--- src/rtl/fwd_scoreboard_pkg.sv ---
// rtl/fwd_scoreboard_pkg.sv - shared constants for the forwarding scoreboard
package fwd_scoreboard_pkg;

    localparam int DEF_ADDR_W = 5;
    localparam int NO_FWD     = 0;
    localparam int STG_EX     = 1;
    localparam int STG_MEM    = 2;
    localparam int MAX_DEPTH  = 7;
    localparam int CNT_W      = 16;
    localparam logic [CNT_W-1:0] CNT_MAX = '1;

    // Largest stage index a select field of the given width can encode.
    function automatic int sel_max_stage(input int sel_w);
        return (1 << sel_w) - 1;
    endfunction

endpackage

--- src/rtl/fwd_match_src.sv ---
// rtl/fwd_match_src.sv - priority matcher for one ID source operand
module fwd_match_src
    import fwd_scoreboard_pkg::*;
#(
    parameter int ADDR_W   = DEF_ADDR_W,
    parameter int DEPTH    = 2,
    parameter int LOAD_RDY = STG_MEM,
    parameter int SEL_W    = 3
) (
    input  logic                    id_valid,
    input  logic                    src_used,
    input  logic [ADDR_W-1:0]       src_addr,
    input  logic [DEPTH-1:0]        ent_valid,
    input  logic [DEPTH-1:0]        ent_wr,
    input  logic [DEPTH-1:0]        ent_load,
    input  logic [DEPTH*ADDR_W-1:0] ent_addr,
    output logic [SEL_W-1:0]        sel,
    output logic                    not_ready
);

    logic [DEPTH-1:0] hit;

    always_comb begin
        hit = '0;
        for (int s = 0; s < DEPTH; s++) begin
            hit[s] = id_valid & src_used & ent_valid[s] & ent_wr[s]
                   & (ent_addr[s*ADDR_W +: ADDR_W] != '0)
                   & (ent_addr[s*ADDR_W +: ADDR_W] == src_addr);
        end
    end

    // Walk oldest to youngest so the youngest producer is the last assignment.
    always_comb begin
        sel       = SEL_W'(NO_FWD);
        not_ready = 1'b0;
        for (int s = DEPTH - 1; s >= 0; s--) begin
            if (hit[s]) begin
                sel       = SEL_W'(s + 1);
                not_ready = ent_load[s] && ((s + 1) < LOAD_RDY);
            end
        end
    end

endmodule

--- src/rtl/fwd_scoreboard.sv ---
// rtl/fwd_scoreboard.sv - in-flight write tracker with forwarding select and load-use stall
module fwd_scoreboard
    import fwd_scoreboard_pkg::*;
#(
    parameter int ADDR_W   = DEF_ADDR_W,
    parameter int NUM_SRC  = 2,
    parameter int DEPTH    = 2,
    parameter int LOAD_RDY = STG_MEM,
    parameter int SEL_W    = 3
) (
    input  logic                      clk,
    input  logic                      rst,
    input  logic                      id_valid,
    input  logic [NUM_SRC*ADDR_W-1:0] id_src_addr,
    input  logic [NUM_SRC-1:0]        id_src_used,
    input  logic [ADDR_W-1:0]         id_dst_addr,
    input  logic                      id_wr_en,
    input  logic                      id_is_load,
    input  logic                      hold,
    input  logic                      flush,
    output logic [NUM_SRC*SEL_W-1:0]  fwd_sel,
    output logic                      stall,
    output logic [15:0]               stall_cnt
);

    generate
        if (DEPTH < STG_EX || DEPTH > MAX_DEPTH || LOAD_RDY < STG_EX ||
            LOAD_RDY > DEPTH || DEPTH > sel_max_stage(SEL_W)) begin : g_bad_cfg
            $error("fwd_scoreboard: illegal DEPTH/LOAD_RDY/SEL_W combination");
        end
    endgenerate

    logic [DEPTH-1:0]        ent_valid;
    logic [DEPTH-1:0]        ent_wr;
    logic [DEPTH-1:0]        ent_load;
    logic [DEPTH*ADDR_W-1:0] ent_addr;
    logic [NUM_SRC-1:0]      not_ready;
    logic                    take_id;
    logic [CNT_W-1:0]        cnt_q;

    for (genvar i = 0; i < NUM_SRC; i++) begin : g_src
        fwd_match_src #(
            .ADDR_W   (ADDR_W),
            .DEPTH    (DEPTH),
            .LOAD_RDY (LOAD_RDY),
            .SEL_W    (SEL_W)
        ) u_match (
            .id_valid  (id_valid),
            .src_used  (id_src_used[i]),
            .src_addr  (id_src_addr[i*ADDR_W +: ADDR_W]),
            .ent_valid (ent_valid),
            .ent_wr    (ent_wr),
            .ent_load  (ent_load),
            .ent_addr  (ent_addr),
            .sel       (fwd_sel[i*SEL_W +: SEL_W]),
            .not_ready (not_ready[i])
        );
    end

    assign stall   = |not_ready;
    assign take_id = ~flush & ~stall;

    // Stage 1 loads on flush even under hold; older stages only move without hold.
    always_ff @(posedge clk) begin
        if (rst) begin
            ent_valid <= '0;
            ent_wr    <= '0;
            ent_load  <= '0;
            ent_addr  <= '0;
        end else begin
            if (flush || !hold) begin
                ent_valid[0]         <= take_id & id_valid;
                ent_wr[0]            <= take_id & id_valid & id_wr_en;
                ent_load[0]          <= take_id & id_is_load;
                ent_addr[0 +: ADDR_W] <= take_id ? id_dst_addr : '0;
            end
            if (!hold) begin
                for (int s = 1; s < DEPTH; s++) begin
                    ent_valid[s]               <= ent_valid[s-1];
                    ent_wr[s]                  <= ent_wr[s-1];
                    ent_load[s]                <= ent_load[s-1];
                    ent_addr[s*ADDR_W +: ADDR_W] <= ent_addr[(s-1)*ADDR_W +: ADDR_W];
                end
            end
        end
    end

    always_ff @(posedge clk) begin
        if (rst) begin
            cnt_q <= '0;
        end else if (stall && !hold && cnt_q != CNT_MAX) begin
            cnt_q <= cnt_q + 1'b1;
        end
    end

    assign stall_cnt = cnt_q;

endmodule

--- config.mk ---
export PLATFORM = sky130hd
export DESIGN_NAME = fwd_scoreboard
export DESIGN_NICKNAME = d
export VERILOG_FILES = /design/src/rtl/fwd_scoreboard_pkg.sv /design/src/rtl/fwd_match_src.sv /design/src/rtl/fwd_scoreboard.sv
export SDC_FILE = /design/constraint.sdc
export NUM_CORES = 1
export LEC_CHECK = 0
export ABC_AREA = 0
export BUFFER_PORTS_ARGS = -buffer_cell sky130_fd_sc_hd__buf_4
export CAP_MARGIN = 20
export CELL_PAD_IN_SITES_DETAIL_PLACEMENT = 1
export CELL_PAD_IN_SITES_GLOBAL_PLACEMENT = 2
export CORE_UTILIZATION = 31
export DETAILED_ROUTE_END_ITERATION = 16
export PLACE_DENSITY = 0.8
export SETUP_SLACK_MARGIN = 0.2
export SYNTH_ARGS = -nofsm -noshare
export SYNTH_HDL_FRONTEND = slang
export SYNTH_SLANG_ARGS = --single-unit
--- constraint.sdc ---
create_clock -name clk -period 2.1 [get_ports clk]
set_input_delay 0 -clock clk [delete_from_list [all_inputs] [get_ports clk]]
set_output_delay 0 -clock clk [all_outputs]
set_load 0.02 [all_outputs]
# After elaboration in Yosys (flattened, before gate mapping)
# Cells that the tools add are included.
[classes]
addsub = 1
n_eq_ne = 5
muxes = 7
n_bitwise = 24
n_reduce_logical = 7
[op_table]
columns = ["operator", "n"]
rows = [
  ["1-bit AND", 22],
  ["5-bit == test", 4],
  ["16-bit by 1-bit adder with 16-bit output (second input constant)", 1],
  ["16-bit inequality test (second input constant)", 1],
  ["5-bit nonzero test", 2],
  ["3-bit two-way mux", 2],
  ["5-bit two-way mux", 1],
  ["2-bit two-way mux", 2],
  ["1-bit logical AND", 2],
  ["1-bit two-way mux", 2],
  ["1-bit inverter", 2],
  ["2-bit OR reduction", 1],
  ["1-bit zero test", 1],
  ["1-bit logical OR", 1],
]
[word_totals]
ff_bits = 31
input_bits = 24
out_inout_bits = 23
wordCells = 52

# Longest topological paths before layout
# Gate-level depths: netlist of run 1.
[logic_depth]
word_depth = 11
mapped_depth = 8
depth_no_buf = 6

# By module
# From an unflattened synthesis of run 1, not the netlist that was laid out.
[unflattened]
cells_unflattened = 204
hier_area_um2 = 1773.0
[modules_own_cells]
columns = ["mod", "instances", "cells_per_inst", "area_each_um2", "seq_area_each_um2"]
rows = [
  ["fwd_scoreboard", 1, 152, 1412.6, 640.6],
  ["fwd_match_src", 2, 26, 180.2, 0.0],
]

# Worst setup path after synthesis of run 1
# No wires, ideal clock.
[synth_path]
path_kind = "flip-flop to output port"
start = "reg ent_addr[0]"
end = "out fwd_sel[1]"
arrival_ps = 1887
required_ps = 2100
setup_slack_ps = 213
path_stages_with_launch = 5
path_buffers = 0
path_cell_list = "dfxtp_1 or4_4 o211ai_2 nor3_1 nor3_1"
[synth_between]
elab_chain_cells = 4
word_cells_on_any_way = 5
cone_classes = "1 x eq/ne; 1 x mux; 2 x bitwise; 1 x reduce/logical"
[synth_lines]
columns = ["item", "line", "rtl"]
rows = [
  ["start, declared", "fwd_scoreboard.sv:36", "logic [DEPTH*ADDR_W-1:0] ent_addr;"],
  ["start signal, assigned by index", "fwd_scoreboard.sv:75", "ent_addr[0 +: ADDR_W] <= take_id ? id_dst_addr : '0;"],
  ["start signal, assigned by index", "fwd_scoreboard.sv:82", "ent_addr[s*ADDR_W +: ADDR_W] <= ent_addr[(s-1)*ADDR_W +: ADDR_W];"],
  ["5-bit nonzero test", "fwd_match_src.sv:27", "& (ent_addr[s*ADDR_W +: ADDR_W] != '0)"],
  ["1-bit AND", "fwd_match_src.sv:27", ""],
  ["1-bit AND (*)", "fwd_match_src.sv:28", "& (ent_addr[s*ADDR_W +: ADDR_W] == src_addr);"],
  ["3-bit two-way mux (*)", "fwd_match_src.sv:37", "if (hit[s]) begin"],
  ["end, declared", "fwd_scoreboard.sv:21", "output logic [NUM_SRC*SEL_W-1:0] fwd_sel,"],
]
# Mark *: on every way between the ends. The rest lies on a longest branch, timed or not.

# Worst setup path after layout of run 1
[layout_path]
start = "reg ent_addr[3]"
end = "out fwd_sel[4]"
# The elaborated chain is that of the path after synthesis.

==> impl_results.md, run 1 <==
- Grt ovf: 0
- First-pass GRT wire length: 8160 um
- Fmax achieved: 0.532 GHz
- Layout cells sized above 1: 0.378
- Final period util: 0.896
- Clk Latency, worst-skew pair: 0.29 ns
- Routability congestion estimate: 0.816
- Setup violators final: 0
- CP dominant cell by count: nor3_1
- WHS Endpoint: ent_load[0]$_SDFFE_PP0P_
- Residual DRC: 0
- Post-route ant nets: 0
- Worst-path clk slew: 0.07 ns
- CP max FO: 5
- Post-synthesis sequential area ratio: 0.358
- WP data arrival: 1.88 ns
- Critical path's slowest cell: or4_4
- Count of different cell masters after synthesis: 41
- P&R area growth vs syn: 44.1%
- Reg-to-reg slack, setup: 0.24 ns
- Initial Util: 0.331
- Vias in the first global route: 1604
- Yosys top cell area share: 0.358
- RSZ-0062 raised after global routing: true
- Die Span X: 76.8 um
- CP Buf/Inv Count: 1
- Status: finished, final reports clean
- P per Cell Area: 508 nW/um^2
- Worst Reg-to-Reg Cells: 6
- # fillers: 598
- Fin crit period: 1.88 ns
- Final Non-Filler Cells: 321
- Setup TNS: 0 ns
- Yosys warnings: 0
- #FFs+latches synth: 31
- Reg2reg end: stall_cnt[11]$_SDFFE_PP0P_
- CP endpoint kind: primary output
- Row count: 26
- Post-DR wirelength/cell: 15.9 um
- Post-synth EDFFs: 0
- Starting DRT DRC Count: 51
- Vias: 1681
- Biggest area consumer among synthesized cells: dfxtp_1
- GRT met3 Usage: 0.0369
- P_leak: 0.961 nW
- Core area: 5240 um^2
- Levels on crit path: 5
- Kind of critical path: flop to primary output
- M2 GR Usage: 0.260
- Setup ws final: 0.219 ns
- Setup crit start: ent_addr[3]$_SDFFE_PP0P_
- Post-Syn Instances: 190
- TritonRoute pass-1 iters: 4
- Syn avg cell area: 9.12 um^2
- DP Wirelength: 3590 um
- Nets: 275
- Maximum buffer depth of the clock tree: 2
- CTS tree: yes
- # IOs: 47
- Antenna violations before repair: 0
- Hold path depth: 3
- GR peak layer: met2
- CTS root buf: clkbuf_8
- Port bufs: 44
- Inst Count DP: 300
- Layout Skew: 0.00534 ns
- Commonest non-fill, non-tap cells in the layout: buf_4, dfxtp_1, xnor2_1
- Met1 Use GR: 0.247
- HP Start: flush
- Mapped Area: 1730 um^2
- Slowest cell delay on critical path: 0.57 ns
- Synth Flop Type: dfxtp_1
- Worst hold-check path type: input port to flop
- Antenna diode count: 0
- CTS sink cnt: 31
- Peak supply drop: 0.318 mV
- CP delay by family, top: simple AND/OR/NAND/NOR gates
- DIE HEIGHT: 76.8 um
- Multi-input logic area: 1140 um^2
- Most common cell after layout, fill and taps aside: buf_4
- Asr flop ratio synth: 0
- Seq. cell area: 639 um^2
- Final hold vios: 0
- Pin count of the biggest net entering global routing: 32
- Max cap viols: 0
- Slew Viols, Final: 0
- R2R Path Start: ent_addr[3]$_SDFFE_PP0P_
- Pre-CTS WS: 0.0218 ns
- H-tree lvl count: 2
- CP Cell Sequence: or4_4 -> o211ai_4 -> nor3_1 -> nor3_1 -> buf_4
- Die area: 5890 um^2
- Via-to-Cell Ratio: 5.24
- CP required: 2.10 ns
- Drt total wl: 5090 um
- Startpoint Class: flop
- Num CTS Buffers: 5
- Gr usage total: 0.175
- Largest cells by area after synthesis: dfxtp_1, xnor2_1, or4_1
- Fin util: 0.477
## sequential cells by signal (all words and copies together), names as in the netlist
signal / count
stall_cnt: 16
ent_load: 1
ent_addr: 10
ent_valid: 2
ent_wr: 2
## synth_stat cells, drive strengths merged (2+ instances only)
cell type and number:
xnor2 12, nor2b 4, and3 2, nand4 10, nor2 11, nand3 8, a22o 7, nor3 8
inv 5, a21oi 12, dfxtp 31, mux2i 7, clkbuf 5, nor4 4, and4 3, o211ai 2
o31ai 11, or4 13, xor2 8, o21ai 2, nand2 4, mux2 3, buf 7
## power by group
| part | switching (W) | leakage [nW] | internal (W) |
|---|---|---|---|
| Sequential | 0.0000108 | 0.256 | 0.000592 |
| Combinational | 0.0000618 | 0.654 | 0.0000731 |
| Clock | 0.000231 | 0.0515 | 0.000299 |
| Total | 0.000303 | 0.961 | 0.000965 |
## what timing repair did
item                                   CTS  global route
pin swaps                                5             4
endpoints found under the hold margin    8             0
hold buffers                             8             0
setup buffers                            4             0
gates resized for setup                 13            23
cloned                                   1             0
setup endpoints to repair               20            20
## cells by family (layout without fill, tap and decap cells)
group,Yosys count,count (layout),share of synthesized area
and+or+nand+nor,71,72,0.245
AOI/OAI and AO/OA,39,39,0.162
DFF,31,31,0.358
xor gates and xnor gates,20,20,0.105
buffers and inverters,17,76,0.0592
muxes,10,10,0.0599
adders and majority gates,1,1,0.00722
other,1,2,0.00216
## how the worst max path moves through the flow
stage	to	slack (ns)
3_5_place_dp	stall_cnt[2]$_SDFFE_PP0P_	0.02
6_report	fwd_sel[4]	0.22
5_1_grt	stall_cnt[11]$_SDFFE_PP0P_	0.15
4_1_cts	fwd_sel[4]	0.19
3_3_place_gp	stall_cnt[3]$_SDFFE_PP0P_	0.06
2_1_floorplan	fwd_sel[1]	0.21
## worst reg2reg max path: stages, from the launching register on
cell and delay, ns:
dfxtp_2 0.39, xnor2_1 0.14, nand4_1 0.15, o22a_1 0.24, buf_12 0.18, or4_1 0.51
a21oi_1 0.17
## area by class of cell
class,instances,area share
multi-input cells,144,0.457
inverters,5,0.00752
clock buffers,8,0.0401
well taps,70,0.0351
flip-flops and latches,31,0.256
repair buffers,63,0.204
## metrics by stage
step	hold slack, ns	power [W]	instance area, um^2
2_1_floorplan	0.133	0.000683	1740
3_3_place_gp	0.218	0.000737	2140
3_5_place_dp	0.223	0.000737	2140
4_1_cts	0.0778	0.00128	2410
5_1_grt	0.0810	0.00132	2500
6_report	0.0742	0.00127	2500
## layer usage
layer	wire length, um	share of wire
met4	78	0.015
met1	2550	0.50
met3	174	0.034
met2	2290	0.45
met5	0	0
Note: power is estimated with default switching activity, not from simulation.
==> inputs of run 2 (changes only) <==
==> constraint.sdc (replaced) <==
create_clock -name clk -period 2.1 [get_ports clk]
set_input_delay 0.42 -clock clk [delete_from_list [all_inputs] [get_ports clk]]
set_output_delay 0.42 -clock clk [all_outputs]
set_load 0.02 [all_outputs]
==> impl_results.md, run 2 (synthesis gave the netlist of run 1 again) <==
- Core area: 5240 um^2
- Most common cell after layout, fill and taps aside: buf_4
- Pre-CTS WS: -0.0361 ns
- CP max FO: 4
- # fillers: 571
- Row count: 26
- Reg-to-reg slack, setup: -0.11 ns
- Maximum buffer depth of the clock tree: 2
- Drt total wl: 6660 um
- Switch Pwr: 0.000324 W
- Internal power: 0.000917 W
- Kind of critical path: flop to primary output
- Total power: 0.00124 W
- Fin crit period: 2.29 ns
- Num CTS Buffers: 5
- Clk pwr share: 0.375
- Seq. cell area: 639 um^2
- Status: finished with violations
- Post-route ant nets: 0
- Layout Skew: 0.00501 ns
- P&R area growth vs syn: 69.9%
- Fmax achieved: 0.436 GHz
- Final period util: 1.09
- Hold Buf Count CTS: 0
- Die area: 5890 um^2
- Gr usage total: 0.222
- Multi-input logic area: 1350 um^2
- Residual DRC: 0
- CP endpoint kind: primary output
- Worst slew pin tran: 1.02 ns
- RSZ-0062 raised after global routing: true
- Vias: 1884
- Initial Util: 0.331
- CTS sink cnt: 31
- Post-DR wirelength/cell: 19.6 um
- Pin count of the biggest net entering global routing: 18
- Antenna violations before repair: 0
- TritonRoute pass-1 iters: 4
- Port bufs: 44
- Vias in the first global route: 1940
- Antenna diode count: 0
- P per Cell Area: 421 nW/um^2
- CTS tree: yes
- Switching part of the total: 0.261
- First-pass GRT wire length: 10200 um
- WP data arrival: 1.87 ns
- Max reg flops: 16
- Worst hold-check path type: input port to flop
- Routability congestion estimate: 0.791
- Nets: 294
- Die Span X: 76.8 um
- # IOs: 47
- Startpoint Class: flop
- H-tree lvl count: 2
- Peak supply drop: 0.212 mV
- CP required: 1.68 ns
- Slew Viols, Final: 0
- Commonest non-fill, non-tap cells in the layout: buf_4, dfxtp_1, buf_6
- Violated checks: setup timing
- Slew margin rel.: 0.316
- CTS root buf: clkbuf_8
- Combinational share of power: 0.140
- Layout cells sized above 1: 0.537
- DP Wirelength: 3920 um
- Final hold vios: 0
- Clk Latency, worst-skew pair: 0.28 ns
- Setup violators final: 24
- Sequential share of power: 0.485
- Setup ws final: -0.194 ns
- Starting DRT DRC Count: 101
- P_leak: 1.24 nW
- Grt ovf: 0
- DIE HEIGHT: 76.8 um
- Via-to-Cell Ratio: 5.54
- Worst-path clk slew: 0.07 ns
- Max cap viols: 0
==> run 2: critical path, cell delays in order (launching register included) <==
cell and delay, ns:
dfxtp_4 0.36, or4_4 0.57, o211ai_4 0.32, nor3_4 0.08, nor3_4 0.13, buf_6 0.14
==> run 2: cell type report <==
| class | instances | area share |
|---|---|---|
| timing repair buffer | 83 | 0.261 |
| sequential | 31 | 0.217 |
| clock buffer | 7 | 0.0259 |
| inverter | 5 | 0.00637 |
| clock inverter | 1 | 0.00170 |
| tap | 70 | 0.0297 |
| multi-input combinational | 143 | 0.458 |
==> run 2: timing repair <==
action / in CTS / in global routing
cloned: 1 / 0
pin swaps: 42 / 10
resized for setup: 56 / 27
buffers inserted: 15 / 3
endpoints found under the setup margin: 29 / 29
==> run 2: final timing paths <==
path,startpoint,to,depth (start not counted)
min reg2reg,ent_load[0]$_SDFFE_PP0P_,ent_load[0]$_SDFFE_PP0P_,1
max,ent_addr[0]$_SDFFE_PP0P_,fwd_sel[1],5
max reg2reg,ent_addr[0]$_SDFFE_PP0P_,stall_cnt[0]$_SDFFE_PP0P_,11
min,id_dst_addr[3],ent_addr[3]$_SDFFE_PP0P_,2
==> run 2: layer usage <==
metal,wire length [um],part of all wire,GRT usage
met3,230,0.035,0.0369
met5,0,0,0
met2,3270,0.49,0.370
met4,85,0.013,0.0615
met1,3080,0.46,0.293
==> run 2: power by group through the flow <==
stage | clock, W | combinational [W] | sequential [W]
2_1_floorplan | 0 | 0.0000729 | 0.000615
3_3_place_gp | 0 | 0.000129 | 0.000619
3_5_place_dp | 0 | 0.000131 | 0.000620
4_1_cts | 0.000469 | 0.000160 | 0.000602
5_1_grt | 0.000504 | 0.000184 | 0.000602
6_report | 0.000465 | 0.000174 | 0.000602
==> run 2: per-stage QoR <==
step	area [um^2]	TNS [ns]	cells	hold slack (ns)	util
after floorplan	1820	0	191	0.442	-
after global placement	2300	0	313	0.459	0.439
after detailed placement	2300	-0.0528	313	0.491	0.439
after CTS	2790	-0.778	337	0.354	0.532
after global routing	2940	-2.83	340	0.364	0.562
final	2940	-1.57	340	0.358	0.562
==> inputs of run 3 (changes only) <==
==> constraint.sdc (replaced) <==
create_clock -name clk -period 2.1 [get_ports clk]
set_input_delay 0.42 -clock clk [delete_from_list [all_inputs] [get_ports clk]]
set_output_delay 0.42 -clock clk [all_outputs]
set_load 0.1 [all_outputs]
==> impl_results.md, run 3 (synthesis gave the netlist of run 1 again) <==
- RSZ-0062 raised after global routing: true
- Post-DR wirelength/cell: 16.5 um
- Gr usage total: 0.189
- Setup ws final: -0.252 ns
- Die Span X: 76.8 um
- CP required: 1.68 ns
- Worst-path clk slew: 0.06 ns
- Met3 wire length: 160 um
- CP delay by family, top: simple AND/OR/NAND/NOR gates
- Nets: 296
- H-tree lvl count: 2
- Final Non-Filler Cells: 342
- Final period util: 1.12
- Fin util: 0.552
- CTS root buf: clkbuf_8
- Fin crit period: 2.35 ns
- CP endpoint kind: primary output
- Die area: 5890 um^2
- Slowest cell delay on critical path: 0.56 ns
- CP dominant cell by count: nor3_4
- Post-route ant nets: 0
- CTS sink cnt: 31
- Setup TNS: -1.07 ns
- Commonest non-fill, non-tap cells in the layout: buf_4, dfxtp_2, nor2_1, dfxtp_1, nand4_1
- DP Wirelength: 3930 um
- Worst hold-check path type: input port to flop
- Status: finished with violations
- Top Layer Used: met4
- Slew Viols, Final: 0
- Startpoint Class: flop
- CP Buf/Inv Count: 1
- Worst slew pin tran: 0.919 ns
- TritonRoute pass-1 iters: 4
- Peak supply drop: 0.212 mV
- DIE HEIGHT: 76.8 um
- Starting DRT DRC Count: 93
- Via-to-Cell Ratio: 5.35
- Initial Util: 0.331
- # IOs: 47
- Max reg flops: 16
- Core area: 5240 um^2
- First-pass GRT wire length: 8900 um
- Antenna diode count: 0
- Kind of critical path: flop to primary output
- CP max FO: 5
- Violated checks: setup timing
- Slew margin rel.: 0.386
- Clk Latency, worst-skew pair: 0.29 ns
- P per Cell Area: 424 nW/um^2
- # fillers: 572
- Setup violators final: 8
- Fmax achieved: 0.425 GHz
- Hold Buf Count CTS: 0
- Detail Route met2 WL: 2800 um
- Routability congestion estimate: 0.768
- Final hold vios: 0
- Vias: 1830
- CTS tree: yes
- Pre-CTS WS: -0.125 ns
- Layout cells sized above 1: 0.570
- Drt total wl: 5650 um
- P_leak: 1.22 nW
- Residual DRC: 0
- WP data arrival: 1.93 ns
- Inst Count DP: 322
- Vias in the first global route: 1817
- Critical path's slowest cell: or4_4
- Most common cell after layout, fill and taps aside: buf_4
- Num CTS Buffers: 5
- Row count: 26
- WHS: 0.358 ns
- Antenna violations before repair: 0
- CP Cell Sequence: or4_4 -> o211ai_4 -> nor3_4 -> nor3_4 -> buf_12
- Layout Skew: 0.00970 ns
- Port bufs: 44
- Grt ovf: 0
- Max cap viols: 0
- Met1 wire length: 2620 um
- Maximum buffer depth of the clock tree: 2
- Pin count of the biggest net entering global routing: 20
- P&R area growth vs syn: 66.9%
## run 3: cell types whose count changed in the layout (fill, tap and decap cells not counted), sizes merged
cell / delta
buf: +2
clkbuf: +1
bufbuf: -1
## run 3: what timing repair did
| item | 4_1_cts | 5_1_grt |
|---|---|---|
| cloned | 0 | 1 |
| buffers inserted | 1 | 10 |
| setup endpoints to repair | 29 | 21 |
| pin swaps | 1 | 33 |
| gates resized for setup | 26 | 40 |
## run 3: cell type report
cell class              count  area (um^2)  share of cell area
clock buffers               7         76.3              0.0264
inverters                   5         18.8             0.00649
flip-flops and latches     31          666               0.230
clock inverters             1         5.00             0.00173
repair buffers             85          743               0.257
well taps                  70         87.6              0.0303
multi-input cells         143         1290               0.448
## run 3: stage by stage
stage                     total power, W  instance area, um^2
after CTS                        0.00122                 2610
after global routing             0.00128                 2890
after global placement          0.000764                 2400
after floorplan                 0.000693                 1870
final                            0.00123                 2890
after detailed placement        0.000767                 2400
## run 3: metal layers
layer / GRT usage / vias to the layer above
met5: 0 / -
met4: 0.0577 / 0
met3: 0.0333 / 6
met2: 0.313 / 34
met1: 0.248 / 908
li1: - / 882
## run 3: power by group
| part | switching [W] | internal [W] |
|---|---|---|
| sequential | 0.0000113 | 0.000585 |
| clock | 0.000222 | 0.000232 |
| combinational | 0.0000865 | 0.0000884 |
## run 3: path summary, 6_finish.rpt
path                            start                          to  slack, ns  depth (start not counted)
max reg2reg  ent_addr[1]$_SDFFE_PP0P_  stall_cnt[15]$_SDFFE_PP0P_      -0.02                          9
min                    id_dst_addr[2]    ent_addr[2]$_SDFFE_PP0P_       0.36                          2
max          ent_addr[3]$_SDFFE_PP0P_                  fwd_sel[4]      -0.25                          5
min reg2reg  ent_load[0]$_SDFFE_PP0P_    ent_load[0]$_SDFFE_PP0P_       0.48                          1
## run 3: worst register-to-register path, delay by kind of cell (launching register included)
kind / cells / cell delay [ns]
and+or+nand+nor: 2 / 0.62
AOI/OAI and AO/OA: 2 / 0.38
DFF: 1 / 0.37
buffers and inverters: 4 / 0.53
xor gates and xnor gates: 1 / 0.16
